$ cat config.mk
export PLATFORM = sky130hd
export DESIGN_NAME = muldiv_unit
export DESIGN_NICKNAME = d
export VERILOG_FILES = /design/src/rtl/muldiv_pkg.sv /design/src/rtl/muldiv_unit.sv
export SDC_FILE = /design/constraint.sdc
export NUM_CORES = 1
export LEC_CHECK = 0
export CAP_MARGIN = 15
export CORE_MARGIN = 4
export CORE_UTILIZATION = 29
export CTS_CLUSTER_SIZE = 40
export DETAILED_ROUTE_END_ITERATION = 16
export DONT_BUFFER_PORTS = 1
export GPL_TIMING_DRIVEN = 1
export MAX_ROUTING_LAYER = met4
export SLEW_MARGIN = 20
export SYNTH_ARGS = -nofsm -noshare
export SYNTH_HDL_FRONTEND = slang
export SYNTH_SLANG_ARGS = --single-unit
$ cat constraint.sdc
create_clock -name clk -period 4.3 [get_ports clk]
set_input_delay 0.43 -clock clk [delete_from_list [all_inputs] [get_ports clk]]
set_output_delay 0.43 -clock clk [all_outputs]
set_load 0.05 [all_outputs]
$ cat src/rtl/muldiv_pkg.sv
// Shared encodings for the iterative multiply/divide unit: op codes, FSM states
// and the iteration-counter width.
package muldiv_pkg;

  localparam int unsigned DEF_WIDTH = 32;

  typedef enum logic [1:0] {
    OP_MULT  = 2'b00,
    OP_MULTU = 2'b01,
    OP_DIV   = 2'b10,
    OP_DIVU  = 2'b11
  } op_e;

  typedef enum logic [1:0] {
    IDLE = 2'b00,
    RUN  = 2'b01,
    FIN  = 2'b10
  } state_e;

  function automatic int unsigned cnt_w(input int unsigned width);
    return (width > 1) ? $clog2(width) : 1;
  endfunction

  localparam int unsigned CNT_W = cnt_w(DEF_WIDTH);

  function automatic logic is_div_op(input op_e op);
    return (op == OP_DIV) || (op == OP_DIVU);
  endfunction

  function automatic logic is_signed_op(input op_e op);
    return (op == OP_MULT) || (op == OP_DIV);
  endfunction

endpackage

$ cat src/rtl/muldiv_unit.sv
// Iterative MULT/MULTU/DIV/DIVU into HI/LO, one bit per cycle over a shared
// 2*WIDTH accumulator; MTHI/MTLO write HI/LO directly while idle.
module muldiv_unit
  import muldiv_pkg::*;
#(
  parameter int unsigned WIDTH = DEF_WIDTH
) (
  input  logic             clk,
  input  logic             reset,
  input  logic             start,
  input  logic [1:0]       op,
  input  logic [WIDTH-1:0] a,
  input  logic [WIDTH-1:0] b,
  input  logic             mthi,
  input  logic             mtlo,
  output logic             busy,
  output logic             done,
  output logic [WIDTH-1:0] hi,
  output logic [WIDTH-1:0] lo
);

  localparam int unsigned CW = cnt_w(WIDTH);
  localparam logic [CW-1:0] LAST_CNT = CW'(WIDTH - 1);

  state_e             state_q, state_d;
  op_e                op_q, op_d;
  logic [CW-1:0]      cnt_q, cnt_d;
  logic [2*WIDTH-1:0] acc_q, acc_d;
  logic [WIDTH-1:0]   opr_q, opr_d;
  logic               sa_q, sa_d, sb_q, sb_d;
  logic               dz_q, dz_d;
  logic [WIDTH-1:0]   hi_q, hi_d, lo_q, lo_d;
  logic               busy_q, done_q, done_d;

  // Multiply step: conditionally add the multiplicand into the upper half, shift right.
  logic [WIDTH:0]     mul_sum;
  logic [2*WIDTH-1:0] mul_next;
  // Restoring divide step: shift left, trial-subtract the divisor from the upper half.
  logic [WIDTH:0]     div_up;
  logic [WIDTH-1:0]   div_diff;
  logic               div_ge;
  logic [2*WIDTH-1:0] div_next;

  always_comb begin
    mul_sum  = {1'b0, acc_q[2*WIDTH-1:WIDTH]} + (acc_q[0] ? {1'b0, opr_q} : '0);
    mul_next = {mul_sum, acc_q[WIDTH-1:1]};
    div_up   = acc_q[2*WIDTH-1:WIDTH-1];
    div_ge   = (div_up >= {1'b0, opr_q});
    div_diff = div_up[WIDTH-1:0] - opr_q;
    div_next = div_ge ? {div_diff, acc_q[WIDTH-2:0], 1'b1}
                      : {acc_q[2*WIDTH-2:0], 1'b0};
  end

  logic             in_signed;
  logic             in_sa, in_sb;
  logic [WIDTH-1:0] mag_a, mag_b;
  logic [2*WIDTH-1:0] prod;

  always_comb begin
    // NOTE: every signal assigned here gets a default first, so no path can infer a latch.
    state_d   = state_q;
    op_d      = op_q;
    cnt_d     = cnt_q;
    acc_d     = acc_q;
    opr_d     = opr_q;
    sa_d      = sa_q;
    sb_d      = sb_q;
    dz_d      = dz_q;
    hi_d      = hi_q;
    lo_d      = lo_q;
    done_d    = 1'b0;
    in_signed = is_signed_op(op_e'(op));
    in_sa     = in_signed & a[WIDTH-1];
    in_sb     = in_signed & b[WIDTH-1];
    mag_a     = in_sa ? -a : a;
    mag_b     = in_sb ? -b : b;
    prod      = (sa_q ^ sb_q) ? -acc_q : acc_q;

    unique case (state_q)
      IDLE: begin
        if (mthi) hi_d = a;
        if (mtlo) lo_d = a;
        if (start) begin
          op_d  = op_e'(op);
          sa_d  = in_sa;
          sb_d  = in_sb;
          cnt_d = '0;
          dz_d  = is_div_op(op_e'(op)) && (b == '0);
          if (is_div_op(op_e'(op))) begin
            acc_d = {{WIDTH{1'b0}}, mag_a};
            opr_d = mag_b;
          end else begin
            acc_d = {{WIDTH{1'b0}}, mag_b};
            opr_d = mag_a;
          end
          state_d = RUN;
        end
      end
      RUN: begin
        acc_d = is_div_op(op_q) ? div_next : mul_next;
        if (cnt_q == LAST_CNT) begin
          cnt_d   = '0;
          state_d = FIN;
        end else begin
          cnt_d = cnt_q + CW'(1);
        end
      end
      FIN: begin
        if (is_div_op(op_q)) begin
          // Divide by zero keeps the dividend as remainder; only the quotient is forced.
          lo_d = dz_q ? '1 : ((sa_q ^ sb_q) ? -acc_q[WIDTH-1:0] : acc_q[WIDTH-1:0]);
          hi_d = sa_q ? -acc_q[2*WIDTH-1:WIDTH] : acc_q[2*WIDTH-1:WIDTH];
        end else begin
          hi_d = prod[2*WIDTH-1:WIDTH];
          lo_d = prod[WIDTH-1:0];
        end
        done_d  = 1'b1;
        state_d = IDLE;
      end
      default: state_d = IDLE;
    endcase
  end

  // NOTE: sequential state uses non-blocking assignments so every register samples pre-edge values.
  always_ff @(posedge clk) begin
    if (reset) begin
      state_q <= IDLE;
      op_q    <= OP_MULT;
      cnt_q   <= '0;
      acc_q   <= '0;
      opr_q   <= '0;
      sa_q    <= 1'b0;
      sb_q    <= 1'b0;
      dz_q    <= 1'b0;
      hi_q    <= '0;
      lo_q    <= '0;
      busy_q  <= 1'b0;
      done_q  <= 1'b0;
    end else begin
      state_q <= state_d;
      op_q    <= op_d;
      cnt_q   <= cnt_d;
      acc_q   <= acc_d;
      opr_q   <= opr_d;
      sa_q    <= sa_d;
      sb_q    <= sb_d;
      dz_q    <= dz_d;
      hi_q    <= hi_d;
      lo_q    <= lo_d;
      busy_q  <= (state_d != IDLE);
      done_q  <= done_d;
    end
  end

  assign busy = busy_q;
  assign done = done_q;
  assign hi   = hi_q;
  assign lo   = lo_q;

endmodule

==> results of run 1 <==
-- registers in the layout (all words and copies together), names as in the netlist --
name     count
acc_q       64
busy         1
cnt_q        5
done         1
dz_q         1
hi          32
lo          32
op_q         1
opr_q       32
sa_q         1
sb_q         1
state_q      2
-- cell families after synthesis --
logic type,Yosys count
compound gates,617
xor+xnor,173
fa+ha+maj,72
buf+inv,205
flops,173
mux,64
simple gates,667
-- area by class of cell --
cell class / instances / area share [%]
Sequential cell: 173 / 22.2
Multi-Input combinational cell: 1593 / 64.6
Tap cell: 664 / 5.33
Timing Repair Buffer: 45 / 2.25
Inverter: 70 / 1.69
Clock buffer: 18 / 2.82
Clock inverter: 14 / 1.12
-- layout by cell type (no fill, tap or decap), types with 23 or more instances in the layout --
master                     netlist  routed
sky130_fd_sc_hd__a211oi_1       43      43
sky130_fd_sc_hd__a21oi_1       207     207
sky130_fd_sc_hd__buf_4           0      44
sky130_fd_sc_hd__dfxtp_1       173     172
sky130_fd_sc_hd__ha_1           70      70
sky130_fd_sc_hd__inv_1          69      69
sky130_fd_sc_hd__mux2i_1        59      59
sky130_fd_sc_hd__nand2_1       204     204
sky130_fd_sc_hd__nand3_1        25      25
sky130_fd_sc_hd__nor2_1        234     230
sky130_fd_sc_hd__nor3_1         50      49
sky130_fd_sc_hd__nor4_1         25      25
sky130_fd_sc_hd__o21ai_0       144     144
sky130_fd_sc_hd__o221ai_1       34      34
sky130_fd_sc_hd__o31ai_1        23      23
sky130_fd_sc_hd__xnor2_1       102     102
sky130_fd_sc_hd__xor2_1         71      71
-- where the power goes --
part | internal, W | switching (W)
sequential | 0.00170 | 0.000265
clock | 0.000898 | 0.000778
combinational | 0.000523 | 0.000849
-- path summary, 6_finish.rpt --
| path | from | end | slack, ns | cells past startpoint |
|---|---|---|---|---|
| worst min-delay path | reset | hi[10] | 0.04 | 1 |
| worst min register to register | opr_q[20] | opr_q[20] | 0.45 | 2 |
| worst max-delay path | acc_q[0] | acc_q[60] | 0.39 | 15 |
| worst max register to register | acc_q[0] | acc_q[60] | 0.39 | 15 |
-- worst max-delay path: stages, from the launching register on --
cell                       delay [ns]
sky130_fd_sc_hd__dfxtp_1         0.36
sky130_fd_sc_hd__inv_1           0.38
sky130_fd_sc_hd__buf_4           0.38
sky130_fd_sc_hd__nor2_1          0.09
sky130_fd_sc_hd__ha_1            0.35
sky130_fd_sc_hd__o21ai_0         0.10
sky130_fd_sc_hd__nor2_1          0.07
sky130_fd_sc_hd__a221oi_1        0.56
sky130_fd_sc_hd__or4_1           0.25
sky130_fd_sc_hd__a311oi_1        0.09
sky130_fd_sc_hd__buf_4           0.17
sky130_fd_sc_hd__a41o_1          0.24
sky130_fd_sc_hd__o41a_1          0.32
sky130_fd_sc_hd__xor2_1          0.15
sky130_fd_sc_hd__a21oi_1         0.17
sky130_fd_sc_hd__nand3_1         0.10
-- per-stage QoR --
step                      hold slack, ns  total power [W]  cells
final                             0.0430          0.00501   2577
after detailed placement           0.438          0.00334   2545
after CTS                         0.0502          0.00499   2577
after floorplan                    0.432          0.00296   1971
after global placement             0.439          0.00333   2545
after global routing              0.0382          0.00521   2577
-- metal layers --
metal	track usage [%]	vias up	part of all wire [%]
li1	-	6951	-
met1	28.7	7150	43
met2	33.4	728	45
met3	4.90	67	10
met4	5.20	0	2.2
met5	-	-	0
==> metrics.md, run 1 <==
| Metric | Value |
|---|---|
| Run status | finished, final reports clean |
| Final layout net count | 2,043 |
| Register Area | 3460 um2 |
| Max Slew Vio Count | 0 |
| Most area-consuming cells after synthesis | sky130_fd_sc_hd__dfxtp_1 24%, sky130_fd_sc_hd__a21oi_1 7.2%, sky130_fd_sc_hd__xnor2_1 6.2% |
| Routed wire length | 58,500 um |
| Setup slack after layout | 0.391 ns |
| Grt total ovfl | 0 |
| Placed instance area | 15,000 um2 |
| Class of the most critical hold timing path | input port to register |
| Synth Cell Area | 14,300 um2 |
| Critical Path Fanout Max | 22 |
| Worst EP required | 4.64 ns |
| Pwr/cell area | 322 nW/um2 |
| Post-synth EDFFs | 0 |
| Syn_nets | 2,114 |
| Arrival @ worst endpoint | 4.24 ns |
| Unrepaired setup endpoints after global routing | no |
| Simple-Gate Fraction of Synth Area | 21.7% |
| Effective utilization at floorplan | 29.3% |
| #FFs+latches synth | 173 |
| Number of gates given a new drive strength after cts | 0 |
| Finished Cell Area | 15,600 um2 |
| Proportion of synthesized area in mux cells | 4.51% |
| Number of buffers inserted by post-CTS setup repair | 0 |
| Post-placement worst setup slack | 0.481 ns |
| Most instantiated library cell after synthesis | sky130_fd_sc_hd__nor2_1 |
| TNS Setup | 0 ns |
| Layout Skew | 0.0196 ns |
| DRC violation count after routing | 0 |
| Count of pins on the block boundary | 137 |
| Vias in the first global route | 13,700 |
| Slew at the pin closest to its max-slew limit | 1.16 ns |
| Post-route ant nets | 0 |
| Root Driver | sky130_fd_sc_hd__clkbuf_16 |
| Combinational family with the most area after synthesis | compound AO/OA/AOI/OAI gates |
| Fraction of the yosys area taken by sequential cells | 24.2% |
| Top post-synthesis cells by count | 234 x sky130_fd_sc_hd__nor2_1, 207 x sky130_fd_sc_hd__a21oi_1, 204 x sky130_fd_sc_hd__nand2_1 |
| Max-slew headroom at the worst pin | 22.2% |
| Max-cap viol count | 0 |
| Fraction of synthesis flops using an asynchronous set or reset pin | 0% |
| Die width | 230 um |
| Antenna violations before repair | 0 |
| Minimum clock period after layout | 3.91 ns |
| Leakage | 6.04 nW |
| Fraction of the mapped netlist area in compound gates | 26.7% |
| Avg Vias per Cell | 5.78 |
| Antenna cells | 0 |
| Initial detailed-routing violation count | 1,605 |
| Count of final hold-check violations | 0 |
| Distinct cells, synth | 79 |
| Hold bufs inserted after CTS | 0 |
| Multi-input gate area | 10,100 um2 |
| RD Place Congestion | 0.960 |
| Initial DRT Pass Iterations | 5 |
| Area of the core | 49,000 um2 |
| H-tree level count | 4 |
| Highest achievable clock rate | 0.256 GHz |
| Die Footprint | 53,100 um2 |
| Post-Synthesis Mean Instance Area | 7.28 um2 |
| Global router's overall resource usage | 21.6% |
| Detail-routed net length per standard cell | 22.7 um |
| Clock transition at path regs | 0.08 ns |
| Critical path capture point type | register |
| Final setup vio count | 0 |
| Die Ht | 230 um |
| Share of post-route cells with drive strength above 1 | 5.85% |
| Pin count of the biggest net entering global routing | 132 |
| Inserted Clock Buffers | 17 |
| Share of the clock period used by the worst path after layout | 90.9% |
| Area Overhead vs Synth | 8.67% |
| Kind of start point of the critical path | register |
| DP Wirelength | 45,400 um |
| TritonCTS clock tree | yes |
| Yosys warning count | 0 |
| Maximum clock path buffer count | 2 |
| Startpoint-to-endpoint class of the critical path | register to register |
| Synthesized instance count | 1,971 |
| Clock sinks | 173 |
| Library cell occupying the most area in the post-synthesis netlist | sky130_fd_sc_hd__dfxtp_1 |
| Core Rows | 81 |
| Fraction of the mapped netlist area in adder cells | 6.39% |
| Util after Layout | 31.8% |
| Area share of xor/xnor cells in the synthesized design | 10.6% |
| Primary FF master, synth | sky130_fd_sc_hd__dfxtp_1 |
| Port Buffer Count | 0 |
| Wire length of the first global-routing pass | 87,000 um |
| Fill cell total of the finished layout | 5,229 |
| Insertion delay of the later-clocked pin in the worst-skew pair | 0.46 ns |
| Detailed-route via count | 14,900 |
| Area fraction of the dominant cell type after synthesis | 24.2% |
| Largest voltage drop on the vdd net | 0.000270 V |
No activity file was read; power rests on OpenSTA's default activity.
==> run 2, diff against run 1 <==
- clock period: 4.3 -> 4.4 ns (I/O delays scaled with it)
==> run 2 against run 1 <==
Compared with the run above:
- fmax is 0.69% higher
- setup slack gained 0.13 ns
- sequential share of layout area about the same
- total power down 2.8%
- critical path type unchanged
- critical endpoint is now acc_q[58]
- highest routed layer unchanged
==> metrics.md, run 2 (synthesis results as in run 1) <==
| Metric | Value |
|---|---|
| Run status | finished, final reports clean |
| Setup slack after layout | 0.518 ns |
| Max-cap viol count | 0 |
| Wire length the detailed router placed on met1 | 25,700 um |
| Slew at the pin closest to its max-slew limit | 1.05 ns |
| Routed length on met3 | 5580 um |
| Layout Skew | 0.0215 ns |
| Initial detailed-routing violation count | 1,546 |
| Post-route ant nets | 0 |
| Final setup vio count | 0 |
| Core Rows | 81 |
| Global router's overall resource usage | 21.2% |
| Grt total ovfl | 0 |
| Clock sinks | 173 |
| Detail Route met2 WL | 24,400 um |
| Critical Path Fanout Max | 11 |
| Detailed-route via count | 14,700 |
| Maximum clock path buffer count | 2 |
| DP Wirelength | 45,100 um |
| Top library cells by usage in the layout, fill and taps aside | 231 x sky130_fd_sc_hd__nor2_1, 207 x sky130_fd_sc_hd__a21oi_1, 204 x sky130_fd_sc_hd__nand2_1 |
| Antenna violations before repair | 0 |
| TritonCTS clock tree | yes |
| Share of post-route cells with drive strength above 1 | 5.90% |
| Routed wire length | 57,400 um |
| Initial DRT Pass Iterations | 6 |
| Leakage | 6.06 nW |
| Largest voltage drop on the vdd net | 0.000235 V |
| Most frequent standard cell in the layout excluding fill and tap cells | sky130_fd_sc_hd__nor2_1 |
| Worst EP required | 4.75 ns |
| Avg Vias per Cell | 5.68 |
| Port Buffer Count | 0 |
| Hold bufs inserted after CTS | 0 |
| Clock transition at path regs | 0.07 ns |
| Detail-routed net length per standard cell | 22.2 um |
| Share of the clock period used by the worst path after layout | 88.2% |
| TNS Setup | 0 ns |
| Count of pins on the block boundary | 137 |
| Post-placement worst setup slack | 0.588 ns |
| RD Place Congestion | 0.978 |
| Highest achievable clock rate | 0.258 GHz |
| Minimum clock period after layout | 3.88 ns |
| Kind of start point of the critical path | register |
| Die width | 230 um |
| Largest reg by FF count | acc_q |
| Count of final hold-check violations | 0 |
| Class of the most critical hold timing path | input port to register |
| Unrepaired setup endpoints after global routing | no |
| Max-slew headroom at the worst pin | 29.9% |
| H-tree level count | 4 |
| Arrival @ worst endpoint | 4.24 ns |
| Effective utilization at floorplan | 29.3% |
| Number of gates given a new drive strength after cts | 0 |
| Cells on worst reg2reg path | 14 |
| DRC violation count after routing | 0 |
| Max reg flops | 64 |
| Number of buffers inserted by post-CTS setup repair | 0 |
| Root Driver | sky130_fd_sc_hd__clkbuf_16 |
| Vias in the first global route | 13,400 |
| Fill cell total of the finished layout | 5,231 |
| Antenna cells | 0 |
| Wire length of the first global-routing pass | 85,300 um |
| Final layout net count | 2,046 |
| Startpoint-to-endpoint class of the critical path | register to register |
| Top sig layer | met4 |
| Insertion delay of the later-clocked pin in the worst-skew pair | 0.48 ns |
| Critical path capture point type | register |
| Die Ht | 230 um |
| Area Overhead vs Synth | 8.71% |
| Area of the core | 49,000 um2 |
| Inserted Clock Buffers | 17 |
| Die Footprint | 53,100 um2 |
| Pwr/cell area | 313 nW/um2 |
| WHS Path Cells | 1 |
| Max Slew Vio Count | 0 |
| Pin count of the biggest net entering global routing | 132 |
==> run 2: final cells by class <==
class / count / area (um2) / share of cell area [%]
clock inverters: 15 / 176 / 1.13
flip-flops and latches: 173 / 3460 / 22.2
inverters: 70 / 263 / 1.69
well taps: 664 / 831 / 5.33
repair buffers: 48 / 373 / 2.39
multi-input cells: 1593 / 10100 / 64.5
clock buffers: 17 / 425 / 2.73
==> run 2: final timing paths <==
path                  start        end  slack [ns]
setup / recovery   acc_q[0]  acc_q[58]        0.52
setup reg to reg   acc_q[0]  acc_q[58]        0.52
hold / removal        reset     hi[20]        0.04
hold reg to reg   opr_q[10]  opr_q[10]        0.46
==> run 2: critical path, stage by stage, from the launching register on <==
cell and delay, ns:
sky130_fd_sc_hd__dfxtp_1 0.38, sky130_fd_sc_hd__inv_1 0.36, sky130_fd_sc_hd__nor2_1 0.12, sky130_fd_sc_hd__ha_1 0.39
sky130_fd_sc_hd__a21oi_1 0.08, sky130_fd_sc_hd__o21ai_0 0.38, sky130_fd_sc_hd__a221oi_1 0.24, sky130_fd_sc_hd__or4_1 0.61
sky130_fd_sc_hd__a311oi_1 0.25, sky130_fd_sc_hd__buf_4 0.19, sky130_fd_sc_hd__a41o_1 0.21, sky130_fd_sc_hd__nor2_1 0.08
sky130_fd_sc_hd__xnor2_1 0.12, sky130_fd_sc_hd__o21a_1 0.17, sky130_fd_sc_hd__a22o_1 0.18
==> run 2: routing by layer <==
layer	global-route usage [%]	vias up
li1	-	6964
met3	4.71	72
met2	31.3	640
met5	-	-
met1	29.1	6984
met4	6.56	0
==> run 2: power by group <==
group / total (W) / switching, W / internal (W)
Clock: 0.00164 / 0.000780 / 0.000861
Combinational: 0.00131 / 0.000811 / 0.000503
Sequential: 0.00192 / 0.000257 / 0.00166
Total: 0.00488 / 0.00185 / 0.00303
==> run 2: metrics by stage <==
stage               power, W  utilization (%)  instance area [um2]  instances  hold slack (ns)
finish               0.00488             31.8                15600       2580           0.0353
global route         0.00508             31.8                15600       2580           0.0326
CTS                  0.00486             31.8                15600       2580           0.0349
detailed placement   0.00324             30.6                15000       2548            0.445
global placement     0.00324             30.6                15000       2548            0.441
floorplan            0.00290                -                14300       1971            0.432
